===== config.mk =====
export PLATFORM = sky130hd
export DESIGN_NAME = fpu_shared_arbiter_flat
export DESIGN_NICKNAME = d
export VERILOG_FILES = /design/src/rtl/fpu_interco_pkg.sv /design/src/rtl/fpu_shared_arbiter_if.sv /design/src/rtl/fpu_rr_arb_tree.sv /design/src/rtl/fpu_shared_arbiter.sv /design/src/flat_wrapper.sv
export SDC_FILE = /design/constraint.sdc
export NUM_CORES = 1
export LEC_CHECK = 0
export CAP_MARGIN = 15
export CORE_AREA = 2 2 226 228
export CTS_CLUSTER_SIZE = 10
export DETAILED_ROUTE_END_ITERATION = 8
export DIE_AREA = 0 0 228 230
export PLACE_DENSITY_LB_ADDON = 0.12
export SYNTH_ARGS = -nofsm -noshare
export SYNTH_HDL_FRONTEND = slang
export SYNTH_SLANG_ARGS = --single-unit

===== constraint.sdc =====
create_clock -name clk -period 3.4 [get_ports clk]
set_input_delay 0.34 -clock clk [delete_from_list [all_inputs] [get_ports clk]]
set_output_delay 0.34 -clock clk [all_outputs]
set_load 0.05 [all_outputs]

===== src/rtl/fpu_interco_pkg.sv =====
// Shared constants and width helpers for the FPU sharing interconnect.
`default_nettype none

package fpu_interco_pkg;

    localparam int unsigned FPU_MAX_OUTSTANDING = 4;

    function automatic int unsigned idx_width(input int unsigned nb_cores);
        return (nb_cores > 1) ? $clog2(nb_cores) : 1;
    endfunction

    // Tag layout is {core_idx, core_id}; the index occupies the upper bits.
    function automatic int unsigned tag_width(input int unsigned nb_cores, input int unsigned id_width);
        return idx_width(nb_cores) + id_width;
    endfunction

    function automatic int unsigned cnt_width(input int unsigned max_outstanding);
        return $clog2(max_outstanding + 1);
    endfunction

endpackage

`default_nettype wire


===== src/rtl/fpu_shared_arbiter_if.sv =====
// Core-side and FPU-side APU bundle of the shared FPU arbiter.
`default_nettype none

interface fpu_shared_arbiter_if
    import fpu_interco_pkg::*;
#(
    parameter int unsigned NB_CORES        = 4,
    parameter int unsigned ID_WIDTH        = 9,
    parameter int unsigned NB_ARGS         = 2,
    parameter int unsigned DATA_WIDTH      = 32,
    parameter int unsigned OPCODE_WIDTH    = 6,
    parameter int unsigned FLAGS_IN_WIDTH  = 15,
    parameter int unsigned FLAGS_OUT_WIDTH = 5
);
    localparam int unsigned TAG_W = tag_width(NB_CORES, ID_WIDTH);

    logic [NB_CORES-1:0]                               core_req_i;
    logic [NB_CORES-1:0]                               core_gnt_o;
    logic [NB_CORES-1:0][ID_WIDTH-1:0]                 core_ID_i;
    logic [NB_CORES-1:0][NB_ARGS-1:0][DATA_WIDTH-1:0]  core_operands_i;
    logic [NB_CORES-1:0][OPCODE_WIDTH-1:0]             core_op_i;
    logic [NB_CORES-1:0][FLAGS_IN_WIDTH-1:0]           core_flags_i;
    logic [NB_CORES-1:0]                               core_rvalid_o;
    logic [DATA_WIDTH-1:0]                             core_rdata_o;
    logic [FLAGS_OUT_WIDTH-1:0]                        core_rflags_o;
    logic [ID_WIDTH-1:0]                               core_rID_o;

    logic                                              fpu_req_o;
    logic                                              fpu_gnt_i;
    logic [TAG_W-1:0]                                  fpu_ID_o;
    logic [NB_ARGS-1:0][DATA_WIDTH-1:0]                fpu_operands_o;
    logic [OPCODE_WIDTH-1:0]                           fpu_op_o;
    logic [FLAGS_IN_WIDTH-1:0]                         fpu_flags_o;
    logic                                              fpu_rvalid_i;
    logic [DATA_WIDTH-1:0]                             fpu_rdata_i;
    logic [FLAGS_OUT_WIDTH-1:0]                        fpu_rflags_i;
    logic [TAG_W-1:0]                                  fpu_rID_i;

    logic                                              err_o;

    // Arbiter view.
    modport slave (
        input  core_req_i, core_ID_i, core_operands_i, core_op_i, core_flags_i,
        input  fpu_gnt_i, fpu_rvalid_i, fpu_rdata_i, fpu_rflags_i, fpu_rID_i,
        output core_gnt_o, core_rvalid_o, core_rdata_o, core_rflags_o, core_rID_o,
        output fpu_req_o, fpu_ID_o, fpu_operands_o, fpu_op_o, fpu_flags_o,
        output err_o
    );

    // Environment view: the cores plus the FPU wrapper.
    modport master (
        output core_req_i, core_ID_i, core_operands_i, core_op_i, core_flags_i,
        output fpu_gnt_i, fpu_rvalid_i, fpu_rdata_i, fpu_rflags_i, fpu_rID_i,
        input  core_gnt_o, core_rvalid_o, core_rdata_o, core_rflags_o, core_rID_o,
        input  fpu_req_o, fpu_ID_o, fpu_operands_o, fpu_op_o, fpu_flags_o,
        input  err_o
    );

endinterface

`default_nettype wire


===== src/rtl/fpu_rr_arb_tree.sv =====
// Combinational round-robin pick: first eligible index at or after rr_ptr, wrapping.
`default_nettype none

module fpu_rr_arb_tree #(
    parameter int unsigned NB_CORES = 4,
    parameter int unsigned IDX_W    = 2
) (
    input  logic [NB_CORES-1:0] eligible,
    input  logic [IDX_W-1:0]    rr_ptr,
    output logic [IDX_W-1:0]    winner,
    output logic                valid
);

    int unsigned      cand;
    logic [IDX_W-1:0] cand_idx;

    // Scanning from the farthest offset down lets the nearest eligible index win.
    always_comb begin
        winner   = '0;
        valid    = 1'b0;
        cand     = 0;
        cand_idx = '0;
        for (int k = NB_CORES - 1; k >= 0; k--) begin
            cand     = (int'(rr_ptr) + k) % NB_CORES;
            cand_idx = IDX_W'(cand);
            if (eligible[cand_idx]) begin
                winner = cand_idx;
                valid  = 1'b1;
            end
        end
    end

endmodule

`default_nettype wire


===== src/rtl/fpu_shared_arbiter.sv =====
// Shares one FPU between NB_CORES cores: round-robin request arbitration with
// tag prefixing, registered tag-steered responses and per-core outstanding throttling.
`default_nettype none

module fpu_shared_arbiter
    import fpu_interco_pkg::*;
#(
    parameter int unsigned NB_CORES        = 4,
    parameter int unsigned ID_WIDTH        = 9,
    parameter int unsigned NB_ARGS         = 2,
    parameter int unsigned DATA_WIDTH      = 32,
    parameter int unsigned OPCODE_WIDTH    = 6,
    parameter int unsigned FLAGS_IN_WIDTH  = 15,
    parameter int unsigned FLAGS_OUT_WIDTH = 5,
    parameter int unsigned MAX_OUTSTANDING = FPU_MAX_OUTSTANDING
) (
    input  logic                 clk,
    input  logic                 rst_n,
    fpu_shared_arbiter_if.slave  bus
);

    localparam int unsigned IDX_W = idx_width(NB_CORES);
    localparam int unsigned TAG_W = tag_width(NB_CORES, ID_WIDTH);
    localparam int unsigned CNT_W = cnt_width(MAX_OUTSTANDING);

    logic [IDX_W-1:0]           rr_ptr;
    logic [CNT_W-1:0]           outst [NB_CORES];
    logic [NB_CORES-1:0]        eligible;
    logic [IDX_W-1:0]           winner;
    logic                       win_valid;
    logic                       handshake;
    logic [NB_CORES-1:0]        inc;
    logic [NB_CORES-1:0]        dec;
    logic                       underflow;

    logic [IDX_W-1:0]           rsp_idx;
    logic [ID_WIDTH-1:0]        rsp_id;
    logic                       rsp_in_range;
    logic                       rsp_ok;

    logic [NB_CORES-1:0]        rvalid_q;
    logic [DATA_WIDTH-1:0]      rdata_q;
    logic [FLAGS_OUT_WIDTH-1:0] rflags_q;
    logic [ID_WIDTH-1:0]        rid_q;
    logic                       err_q;

    // Throttling looks only at the registered count; a same-cycle response does not unmask.
    always_comb begin
        eligible = '0;
        for (int i = 0; i < NB_CORES; i++) begin
            eligible[i] = bus.core_req_i[i] && (outst[i] != CNT_W'(MAX_OUTSTANDING));
        end
    end

    fpu_rr_arb_tree #(
        .NB_CORES (NB_CORES),
        .IDX_W    (IDX_W)
    ) u_arb (
        .eligible (eligible),
        .rr_ptr   (rr_ptr),
        .winner   (winner),
        .valid    (win_valid)
    );

    assign handshake = win_valid && bus.fpu_gnt_i;

    always_comb begin
        bus.fpu_req_o      = win_valid;
        bus.fpu_ID_o       = '0;
        bus.fpu_operands_o = '0;
        bus.fpu_op_o       = '0;
        bus.fpu_flags_o    = '0;
        bus.core_gnt_o     = '0;
        if (win_valid) begin
            bus.fpu_ID_o          = {winner, bus.core_ID_i[winner]};
            bus.fpu_operands_o    = bus.core_operands_i[winner];
            bus.fpu_op_o          = bus.core_op_i[winner];
            bus.fpu_flags_o       = bus.core_flags_i[winner];
            bus.core_gnt_o[winner] = bus.fpu_gnt_i;
        end
    end

    always_ff @(posedge clk or negedge rst_n) begin
        if (!rst_n) begin
            rr_ptr <= '0;
        end else if (handshake) begin
            rr_ptr <= (winner == IDX_W'(NB_CORES - 1)) ? '0 : winner + 1'b1;
        end
    end

    assign rsp_idx      = bus.fpu_rID_i[TAG_W-1 -: IDX_W];
    assign rsp_id       = bus.fpu_rID_i[ID_WIDTH-1:0];
    assign rsp_in_range = ({1'b0, rsp_idx} < (IDX_W + 1)'(NB_CORES));
    assign rsp_ok       = bus.fpu_rvalid_i && rsp_in_range;

    // A response to an idle core is forwarded but must not wrap its counter.
    always_comb begin
        inc       = '0;
        dec       = '0;
        underflow = 1'b0;
        if (handshake) begin
            inc[winner] = 1'b1;
        end
        if (rsp_ok) begin
            if (outst[rsp_idx] == '0) begin
                underflow = 1'b1;
            end else begin
                dec[rsp_idx] = 1'b1;
            end
        end
    end

    always_ff @(posedge clk or negedge rst_n) begin
        if (!rst_n) begin
            for (int i = 0; i < NB_CORES; i++) begin
                outst[i] <= '0;
            end
        end else begin
            for (int i = 0; i < NB_CORES; i++) begin
                if (inc[i] && !dec[i]) begin
                    outst[i] <= outst[i] + 1'b1;
                end else if (dec[i] && !inc[i]) begin
                    outst[i] <= outst[i] - 1'b1;
                end
            end
        end
    end

    always_ff @(posedge clk or negedge rst_n) begin
        if (!rst_n) begin
            rvalid_q <= '0;
            rdata_q  <= '0;
            rflags_q <= '0;
            rid_q    <= '0;
            err_q    <= 1'b0;
        end else begin
            rvalid_q <= '0;
            if (rsp_ok) begin
                rvalid_q[rsp_idx] <= 1'b1;
                rdata_q           <= bus.fpu_rdata_i;
                rflags_q          <= bus.fpu_rflags_i;
                rid_q             <= rsp_id;
            end
            if (underflow || (bus.fpu_rvalid_i && !rsp_in_range)) begin
                err_q <= 1'b1;
            end
        end
    end

    assign bus.core_rvalid_o = rvalid_q;
    assign bus.core_rdata_o  = rdata_q;
    assign bus.core_rflags_o = rflags_q;
    assign bus.core_rID_o    = rid_q;
    assign bus.err_o         = err_q;

endmodule

`default_nettype wire


===== src/flat_wrapper.sv =====
// flat-port wrapper written by rule: the top's interface ports become plain ports
module fpu_shared_arbiter_flat import fpu_interco_pkg::*;
#(
    parameter int unsigned NB_CORES        = 4,
    parameter int unsigned ID_WIDTH        = 9,
    parameter int unsigned NB_ARGS         = 2,
    parameter int unsigned DATA_WIDTH      = 32,
    parameter int unsigned OPCODE_WIDTH    = 6,
    parameter int unsigned FLAGS_IN_WIDTH  = 15,
    parameter int unsigned FLAGS_OUT_WIDTH = 5,
    parameter int unsigned MAX_OUTSTANDING = FPU_MAX_OUTSTANDING
)
  (clk, rst_n, bus_core_req_i, bus_core_ID_i, bus_core_operands_i, bus_core_op_i, bus_core_flags_i, bus_fpu_gnt_i, bus_fpu_rvalid_i, bus_fpu_rdata_i, bus_fpu_rflags_i, bus_fpu_rID_i, bus_core_gnt_o, bus_core_rvalid_o, bus_core_rdata_o, bus_core_rflags_o, bus_core_rID_o, bus_fpu_req_o, bus_fpu_ID_o, bus_fpu_operands_o, bus_fpu_op_o, bus_fpu_flags_o, bus_err_o);
  fpu_shared_arbiter_if #(.NB_CORES(NB_CORES), .ID_WIDTH(ID_WIDTH), .NB_ARGS(NB_ARGS), .DATA_WIDTH(DATA_WIDTH), .OPCODE_WIDTH(OPCODE_WIDTH), .FLAGS_IN_WIDTH(FLAGS_IN_WIDTH), .FLAGS_OUT_WIDTH(FLAGS_OUT_WIDTH)) bus_i ();
  input  logic clk;
  input  logic rst_n;
  input wire logic [$bits(bus_i.core_req_i)-1:0] bus_core_req_i;
  input wire logic [$bits(bus_i.core_ID_i)-1:0] bus_core_ID_i;
  input wire logic [$bits(bus_i.core_operands_i)-1:0] bus_core_operands_i;
  input wire logic [$bits(bus_i.core_op_i)-1:0] bus_core_op_i;
  input wire logic [$bits(bus_i.core_flags_i)-1:0] bus_core_flags_i;
  input wire logic [$bits(bus_i.fpu_gnt_i)-1:0] bus_fpu_gnt_i;
  input wire logic [$bits(bus_i.fpu_rvalid_i)-1:0] bus_fpu_rvalid_i;
  input wire logic [$bits(bus_i.fpu_rdata_i)-1:0] bus_fpu_rdata_i;
  input wire logic [$bits(bus_i.fpu_rflags_i)-1:0] bus_fpu_rflags_i;
  input wire logic [$bits(bus_i.fpu_rID_i)-1:0] bus_fpu_rID_i;
  output wire logic [$bits(bus_i.core_gnt_o)-1:0] bus_core_gnt_o;
  output wire logic [$bits(bus_i.core_rvalid_o)-1:0] bus_core_rvalid_o;
  output wire logic [$bits(bus_i.core_rdata_o)-1:0] bus_core_rdata_o;
  output wire logic [$bits(bus_i.core_rflags_o)-1:0] bus_core_rflags_o;
  output wire logic [$bits(bus_i.core_rID_o)-1:0] bus_core_rID_o;
  output wire logic [$bits(bus_i.fpu_req_o)-1:0] bus_fpu_req_o;
  output wire logic [$bits(bus_i.fpu_ID_o)-1:0] bus_fpu_ID_o;
  output wire logic [$bits(bus_i.fpu_operands_o)-1:0] bus_fpu_operands_o;
  output wire logic [$bits(bus_i.fpu_op_o)-1:0] bus_fpu_op_o;
  output wire logic [$bits(bus_i.fpu_flags_o)-1:0] bus_fpu_flags_o;
  output wire logic [$bits(bus_i.err_o)-1:0] bus_err_o;
  assign bus_i.core_req_i = bus_core_req_i;
  assign bus_i.core_ID_i = bus_core_ID_i;
  assign bus_i.core_operands_i = bus_core_operands_i;
  assign bus_i.core_op_i = bus_core_op_i;
  assign bus_i.core_flags_i = bus_core_flags_i;
  assign bus_i.fpu_gnt_i = bus_fpu_gnt_i;
  assign bus_i.fpu_rvalid_i = bus_fpu_rvalid_i;
  assign bus_i.fpu_rdata_i = bus_fpu_rdata_i;
  assign bus_i.fpu_rflags_i = bus_fpu_rflags_i;
  assign bus_i.fpu_rID_i = bus_fpu_rID_i;
  assign bus_core_gnt_o = bus_i.core_gnt_o;
  assign bus_core_rvalid_o = bus_i.core_rvalid_o;
  assign bus_core_rdata_o = bus_i.core_rdata_o;
  assign bus_core_rflags_o = bus_i.core_rflags_o;
  assign bus_core_rID_o = bus_i.core_rID_o;
  assign bus_fpu_req_o = bus_i.fpu_req_o;
  assign bus_fpu_ID_o = bus_i.fpu_ID_o;
  assign bus_fpu_operands_o = bus_i.fpu_operands_o;
  assign bus_fpu_op_o = bus_i.fpu_op_o;
  assign bus_fpu_flags_o = bus_i.fpu_flags_o;
  assign bus_err_o = bus_i.err_o;
  fpu_shared_arbiter #(.NB_CORES(NB_CORES), .ID_WIDTH(ID_WIDTH), .NB_ARGS(NB_ARGS), .DATA_WIDTH(DATA_WIDTH), .OPCODE_WIDTH(OPCODE_WIDTH), .FLAGS_IN_WIDTH(FLAGS_IN_WIDTH), .FLAGS_OUT_WIDTH(FLAGS_OUT_WIDTH), .MAX_OUTSTANDING(MAX_OUTSTANDING)) u_core (.clk(clk), .rst_n(rst_n), .bus(bus_i));
endmodule

==> results.md, run 1 <==
- Worst Clk Skew: approximately 0.0026 ns
- Post-Layout Cell Count: between 1500 and 2000
- Vias/cell: between 3 and 4
- Post-synth ARST share: 100%
- Initial Util: a little under an eighth
- Reg2Reg Depth: 11
- Hold buffers post-CTS: 0
- Die Y: roughly 230 microns
- DRT antenna net count: 0
- DRC: 0
- CTS tree: built
- Fin. max-slew vios: 0
- Row count: 82
- Fmax: between 200 and 300 MHz
- Reg2reg setup slack: 0.30 ns
- Later-pin clock latency in the skew report: between 0.3 and 0.4 ns
- Root buffer cell: clkbuf_16
- Syn nets: ~970
- Crit path launch type: input port
- Nets: ~1600
- Final GP Congestion: about 0.90
- TritonCTS Buffers: 9
- Setup Total Neg Slack: 0 ns
- Clk buf depth: 2
- Register bit total from synthesis: between 60 and 70
- Rel. slew slack: between 50% and 60%
- Final hold violation count: 2
- PwrDens: between 1000 and 1500 nW/um^2
- H-tree lvl count: 3
- Largest net degree at the start of global routing: 95
- Unrepaired setup endpoints after global routing: true
- Number of global-route vias before repair: 7289
- Routed via count: roughly 7000
- Crit share post-route: a little over nine tenths
- Distinct cells, synth: between 40 and 50
- Max cap viols: 0
- Tmin final: 3.35 ns
- I/O Buffers: 583
- Failing checks: negative hold slack
- Placed insts: 1789
- WS Path Type: input port to output pin
- Syn. warnings: 0
- DR pass1 iterations: 4
- Post-Route Utilization: about 28%
- Worst Hold Class: input port to async pin
- Synth Flop Type: dfrtp_1
- Reg-to-Reg End: u_core.outst[11]$_DFFE_PN0P_
- Syn-to-layout area delta: 144%
- Die width: about 230 microns
- Worst setup EP type: output pin
- Hold Worst Slack: -0.00142 ns
- I/O Pins: around 580
- Mean Syn Cell Area: 10.7 sq um
- Setup-failing EPs final: 0
- Dpl hpwl: 37600 microns
- First-pass GRT wire length: approximately 62000 microns
- Mapped Area: 5700 sq um
- Tot GR Track Use: between 10% and 20%
- Routed len/inst: 24.8 microns
- Sequential area share after synthesis: between 20% and 30%
- Critical Path RT: approximately 3 ns
- Cells after synthesis: between 500 and 600
- Crit path DAT: 3.01 ns
- Worst Max-Slew Pin Slew: 0.653 ns
- Pleak: around 5.6 nW
- Core Footprint: approximately 50000 sq um
- Clock Sinks: 65
- Worst-path maximum fanout: 12
- Layout cells sized above 1: a little over a fifth
- Die ar.: between 50000 and 60000 sq um
- Worst-path clk slew: around 0.050 ns
- Routed wire length: ~45000 microns
- Total gr overflow: 0
- Worst r2r src: u_core.outst[0]$_DFFE_PN0P_
- EDFF count, synth: 0
- IR drop worst, VDD: ~0.0005 V
- DRT iter0 DRCs: around 210
- Initial antenna violation count: 8
- Status: complete, but fails checks
==> placed cells by master (no fill, tap or decap), types with 3 or more instances in the layout <==
cell	netlist	routed
fa_1	4	4
o22ai_1	95	91
inv_2	3	3
nand2_1	6	6
mux2i_2	0	3
and3_1	3	3
buf_6	13	3
buf_4	3	55
ha_1	5	5
a21oi_1	4	4
mux2i_1	188	185
xor2_1	8	8
o22ai_2	0	4
dfrtp_1	65	65
buf_12	1	97
mux2_2	50	50
clkdlybuf4s50_1	0	481
nor3_1	6	6
buf_16	0	3
nor2_1	7	7
clkbuf_16	0	12
inv_1	6	6
xnor2_1	4	4
clkbuf_8	0	3
==> layout make-up <==
class / instances / area, sq um
well taps: 672 / 841
flip-flops and latches: 65 / 1630
clock buffers: 14 / 274
inverters: 9 / 33.8
diodes: 1 / 2.50
repair buffers: 644 / 7370
multi-input cells: 409 / 3750
fillers: 5248 / 35900
clock inverters: 2 / 35.0
==> cell families after synthesis <==
group | after synthesis | synth area share (%)
flip-flops | 65 | 28.5
buffers and inverters | 59 | 7.39
XOR/XNOR | 12 | 1.84
adder cells (fa/ha/maj) | 9 | 2.50
multiplexers | 239 | 43.1
AO/OA/AOI/OAI | 110 | 12.6
AND/OR/NAND/NOR | 39 | 4.08
==> power by group <==
group	total, mW	switching (mW)	internal (mW)	leakage, nW
clock	0.980	0.353	0.627	0.153
sequential	1.07	0.146	0.922	0.764
combinational	12.8	7.11	5.66	4.67
total	14.8	7.61	7.21	5.59
==> synth_stat cells (5+ instances only) <==
| library cell | count | area [sq um] |
|---|---|---|
| dfrtp_1 | 65 | 1630 |
| clkbuf_1 | 17 | 63.8 |
| buf_8 | 5 | 75.1 |
| ha_1 | 5 | 62.6 |
| xor2_1 | 8 | 70.1 |
| nand2_1 | 6 | 22.5 |
| inv_1 | 6 | 22.5 |
| nor3_1 | 6 | 30.0 |
| mux2i_1 | 188 | 1880 |
| nor2_1 | 7 | 26.3 |
| mux2_2 | 50 | 563 |
| buf_6 | 13 | 146 |
| o22ai_1 | 95 | 594 |
| buf_2 | 9 | 45.0 |
==> routing by layer <==
layer  track usage [%]  wire, microns  vias up
met2              27.9          21700      299
met1              19.6          18500     3328
li1                  -              -     3268
met5                 0             68        -
met3              7.35           4530       26
met4              1.98            280       10
==> worst max path at each step <==
stage / slack, ns / to / from
floorplan: 0.12 / bus_core_gnt_o[2] / u_core.outst[0]$_DFFE_PN0P_
global placement: -0.15 / bus_fpu_operands_o[41] / bus_core_req_i[0]
detailed placement: -0.22 / bus_fpu_operands_o[41] / bus_core_req_i[0]
CTS: -0.01 / bus_fpu_operands_o[58] / u_core.outst[7]$_DFFE_PN0P_
global route: -0.06 / bus_fpu_operands_o[58] / u_core.outst[0]$_DFFE_PN0P_
finish: 0.05 / bus_fpu_flags_o[13] / bus_core_req_i[0]
==> critical path: stages <==
cell and delay [ns]:
clkdlybuf4s50_1 0.53, or3b_1 0.39, o32ai_1 0.28, a311oi_4 0.08
buf_6 0.17, buf_12 0.15, buf_12 0.15, buf_4 0.17
mux2i_1 0.12, o22ai_1 0.39, buf_12 0.20
==> state kept, by name, summed over array words and instances, names as in the netlist <==
signal / flops
u_core.bus.core_rvalid_o: 4
u_core.bus.core_rflags_o: 5
u_core.bus.core_rID_o: 9
u_core.outst: 12
u_core.bus.core_rdata_o: 32
u_core.rr_ptr: 2
u_core.bus.err_o: 1
==> metrics by stage <==
stage / worst slack (ns) / cell area, sq um / power, mW
6_report: 0.0524 / 13900 / 14.8
5_1_grt: -0.0589 / 13900 / 15.5
4_1_cts: -0.0118 / 13800 / 14.8
3_5_place_dp: -0.221 / 13400 / 13.6
3_3_place_gp: -0.152 / 13400 / 13.6
2_1_floorplan: 0.125 / 5700 / 7.53
==> repair_timing <==
item,in CTS,in global routing
resized for setup,6,11
setup endpoints to repair,93,42
pin swaps,5,1
endpoints found under the hold margin,0,0
cloned,0,3
setup buffers,6,1
Note: power is estimated with default switching activity, not from simulation.
==> inputs of run 2 (changes only) <==
--- a/config.mk
+++ b/config.mk
@@ -8,6 +8,6 @@
 export CAP_MARGIN = 15
-export CORE_AREA = 2 2 226 228
+export CORE_AREA = 5 5 222 224
 export CTS_CLUSTER_SIZE = 10
 export DETAILED_ROUTE_END_ITERATION = 8
-export DIE_AREA = 0 0 228 230
+export DIE_AREA = 0 0 227 229
 export PLACE_DENSITY_LB_ADDON = 0.12
--- a/constraint.sdc
+++ b/constraint.sdc
@@ -3,2 +3,2 @@
 set_output_delay 0.34 -clock clk [all_outputs]
-set_load 0.05 [all_outputs]
+set_load 0.1 [all_outputs]
==> results.md, run 2 (synthesis gave the netlist of run 1 again) <==
- DRT iter0 DRCs: approximately 250
- DRT antenna net count: 0
- Post-Route Utilization: 31.4%
- Fin. max-slew vios: 0
- Met3 WL post-DR: 5730 microns
- Worst setup endpoint: bus_fpu_operands_o[31]
- Commonest non-fill, non-tap cell in the layout: clkdlybuf4s50_1
- Wl on met1: roughly 17000 microns
- Later-pin clock latency in the skew report: about 0.32 ns
- CP most frequent cell: buf_12
- DR pass1 iterations: 4
- Largest net degree at the start of global routing: 52
- Place WS: -0.220 ns
- Max FFs per register: 32
- Met2 routed wirelength: 22700 microns
- I/O Buffers: just under 600
- CP peak stage delay: 0.53 ns
- Hold buffers post-CTS: 0
- Worst setup EP type: output pin
- TritonCTS Buffers: 9
- Reg2reg setup slack: around 0.24 ns
- Die width: approximately 230 microns
- Row count: 80
- Worst-path maximum fanout: 18
- Cells along the critical path: nor3b_4 -> buf_12 -> o22ai_4 -> a311oi_4 -> buf_12 -> buf_16 -> mux2i_1 -> o22ai_2 -> buf_12
- DRC: 0
- Syn-to-layout area delta: 160%
- Clk buf depth: 2
- Crit path launch type: flip-flop
- Worst Hold Class: input port to async pin
- Tmin final: roughly 3.3 ns
- CTS tree: built
- Final instance area: 14800 sq um
- Setup-failing EPs final: 0
- Initial Util: roughly 12%
- Total gr overflow: 0
- Rel. slew slack: between 30% and 40%
- Worst r2r src: u_core.outst[8]$_DFFE_PN0P_
- Top Metal Used: met5
- Final GP Congestion: 0.868
- Die Y: 229 microns
- First-pass GRT wire length: 61900 microns
- Fmax: a little over 300 MHz
- Layout cells sized above 1: about 32%
- Crit path DAT: between 2 and 3 ns
- Placed Area: between 10000 and 15000 sq um
- Unrepaired setup endpoints after global routing: false
- Crit share post-route: 97.2%
- Die ar.: slightly above 50000 sq um
- Routed wire length: approximately 48000 microns
- Tot GR Track Use: 16.9%
- Most frequent cells in the layout: clkdlybuf4s50_1 (480), mux2i_1 (152), buf_12 (113), o22ai_2 (86), dfrtp_1 (63)
- Reg2Reg Depth: 15
- H-tree lvl count: 3
- I/O Pins: around 600
- Root buffer cell: clkbuf_16
- Max cap viols: 0
- WS Path Type: flip-flop to output pin
- Worst-path clk slew: ~0.050 ns
- Worst Clk Skew: 0.00723 ns
- Dpl hpwl: 40700 microns
- Final WS setup: around 0.095 ns
- Number of global-route vias before repair: approximately 7600
- Final hold violation count: 0
- Vias/cell: 3.96
- Clock Sinks: 65
- Worst Max-Slew Pin Slew: about 1.0 ns
- Layout fillers: between 4000 and 5000
- Slowest-stage cell, CP: mux2i_1
- Status: finished clean
- Reg-to-Reg End: u_core.outst[5]$_DFFE_PN0P_
- Routed via count: about 7000
- Initial antenna violation count: 17
- Critical Path RT: 3.06 ns
- Nets: 1577
- Critical Path Start: u_core.outst[9]$_DFFE_PN0P_
- Core Footprint: between 40000 and 50000 sq um
- Routed len/inst: between 20 and 30 microns
-- run 2: changes by cell type in the layout (fill, tap and decap cells not counted), moves of 3 or more --
cell     delta
buf_12     +16
buf_4      -16
o22ai_2    +82
o22ai_4     +3
mux2i_1    -33
diode_2     +9
mux2i_4    +10
nor3_1      -3
o22ai_1    -85
mux2i_2    +23
-- run 2: through the flow --
stage,instances,setup TNS [ns],hold WS (ns)
2_1_floorplan,533,-1.32,0.0444
3_3_place_gp,1722,-1.27,0.464
3_5_place_dp,1722,-1.44,0.461
4_1_cts,1747,-0.0131,0.125
5_1_grt,1762,0,0.142
6_report,1764,0,0.0914
-- run 2: worst min-delay path by stage --
stage | from | endpoint | slack (ns)
2_1_floorplan | rst_n | u_core.bus.core_rID_o[0]$_DFFE_PN0P_ | 0.04
3_3_place_gp | u_core.bus.err_o$_DFFE_PN0P_ | u_core.bus.err_o$_DFFE_PN0P_ | 0.46
3_5_place_dp | u_core.bus.err_o$_DFFE_PN0P_ | u_core.bus.err_o$_DFFE_PN0P_ | 0.46
4_1_cts | rst_n | u_core.bus.core_rID_o[6]$_DFFE_PN0P_ | 0.13
5_1_grt | rst_n | u_core.bus.core_rID_o[6]$_DFFE_PN0P_ | 0.14
6_report | rst_n | u_core.bus.core_rID_o[6]$_DFFE_PN0P_ | 0.09
-- run 2: area by class of cell --
cell class                      count  area, sq um  share of cell area [%]
Timing Repair Buffer              642         7510                    50.7
Multi-Input combinational cell    409         4560                    30.8
Sequential cell                    65         1630                    11.0
Tap cell                          615          769                    5.19
Clock buffer                       11          243                    1.64
Clock inverter                      3         42.5                   0.287
Inverter                            9         33.8                   0.228
Antenna cell                       10         25.0                   0.169
-- run 2: timing repair --
item,CTS,global route
gates resized for setup,40,24
pin swaps,4,3
setup buffers,10,6
gates cloned,1,1
setup endpoints to repair,94,62
-- run 2: critical path, delay by kind of cell, from the launching register on --
family,cells,cell delay [ns]
AOI/OAI and AO/OA,3,0.64
buffers and inverters,4,0.74
DFF,1,0.45
muxes,1,0.53
and+or+nand+nor,1,0.26
-- run 2: per-layer routing --
layer / vias to the layer above / track usage, %
li1: 3281 / -
met1: 3311 / 18.5
met2: 325 / 27.9
met3: 52 / 8.45
met4: 14 / 6.73
met5: - / 0
Power of run 2 is left out: the tool's default activity adds up to more than one toggle a clock period on the data nets, which glitch-free logic cannot reach.
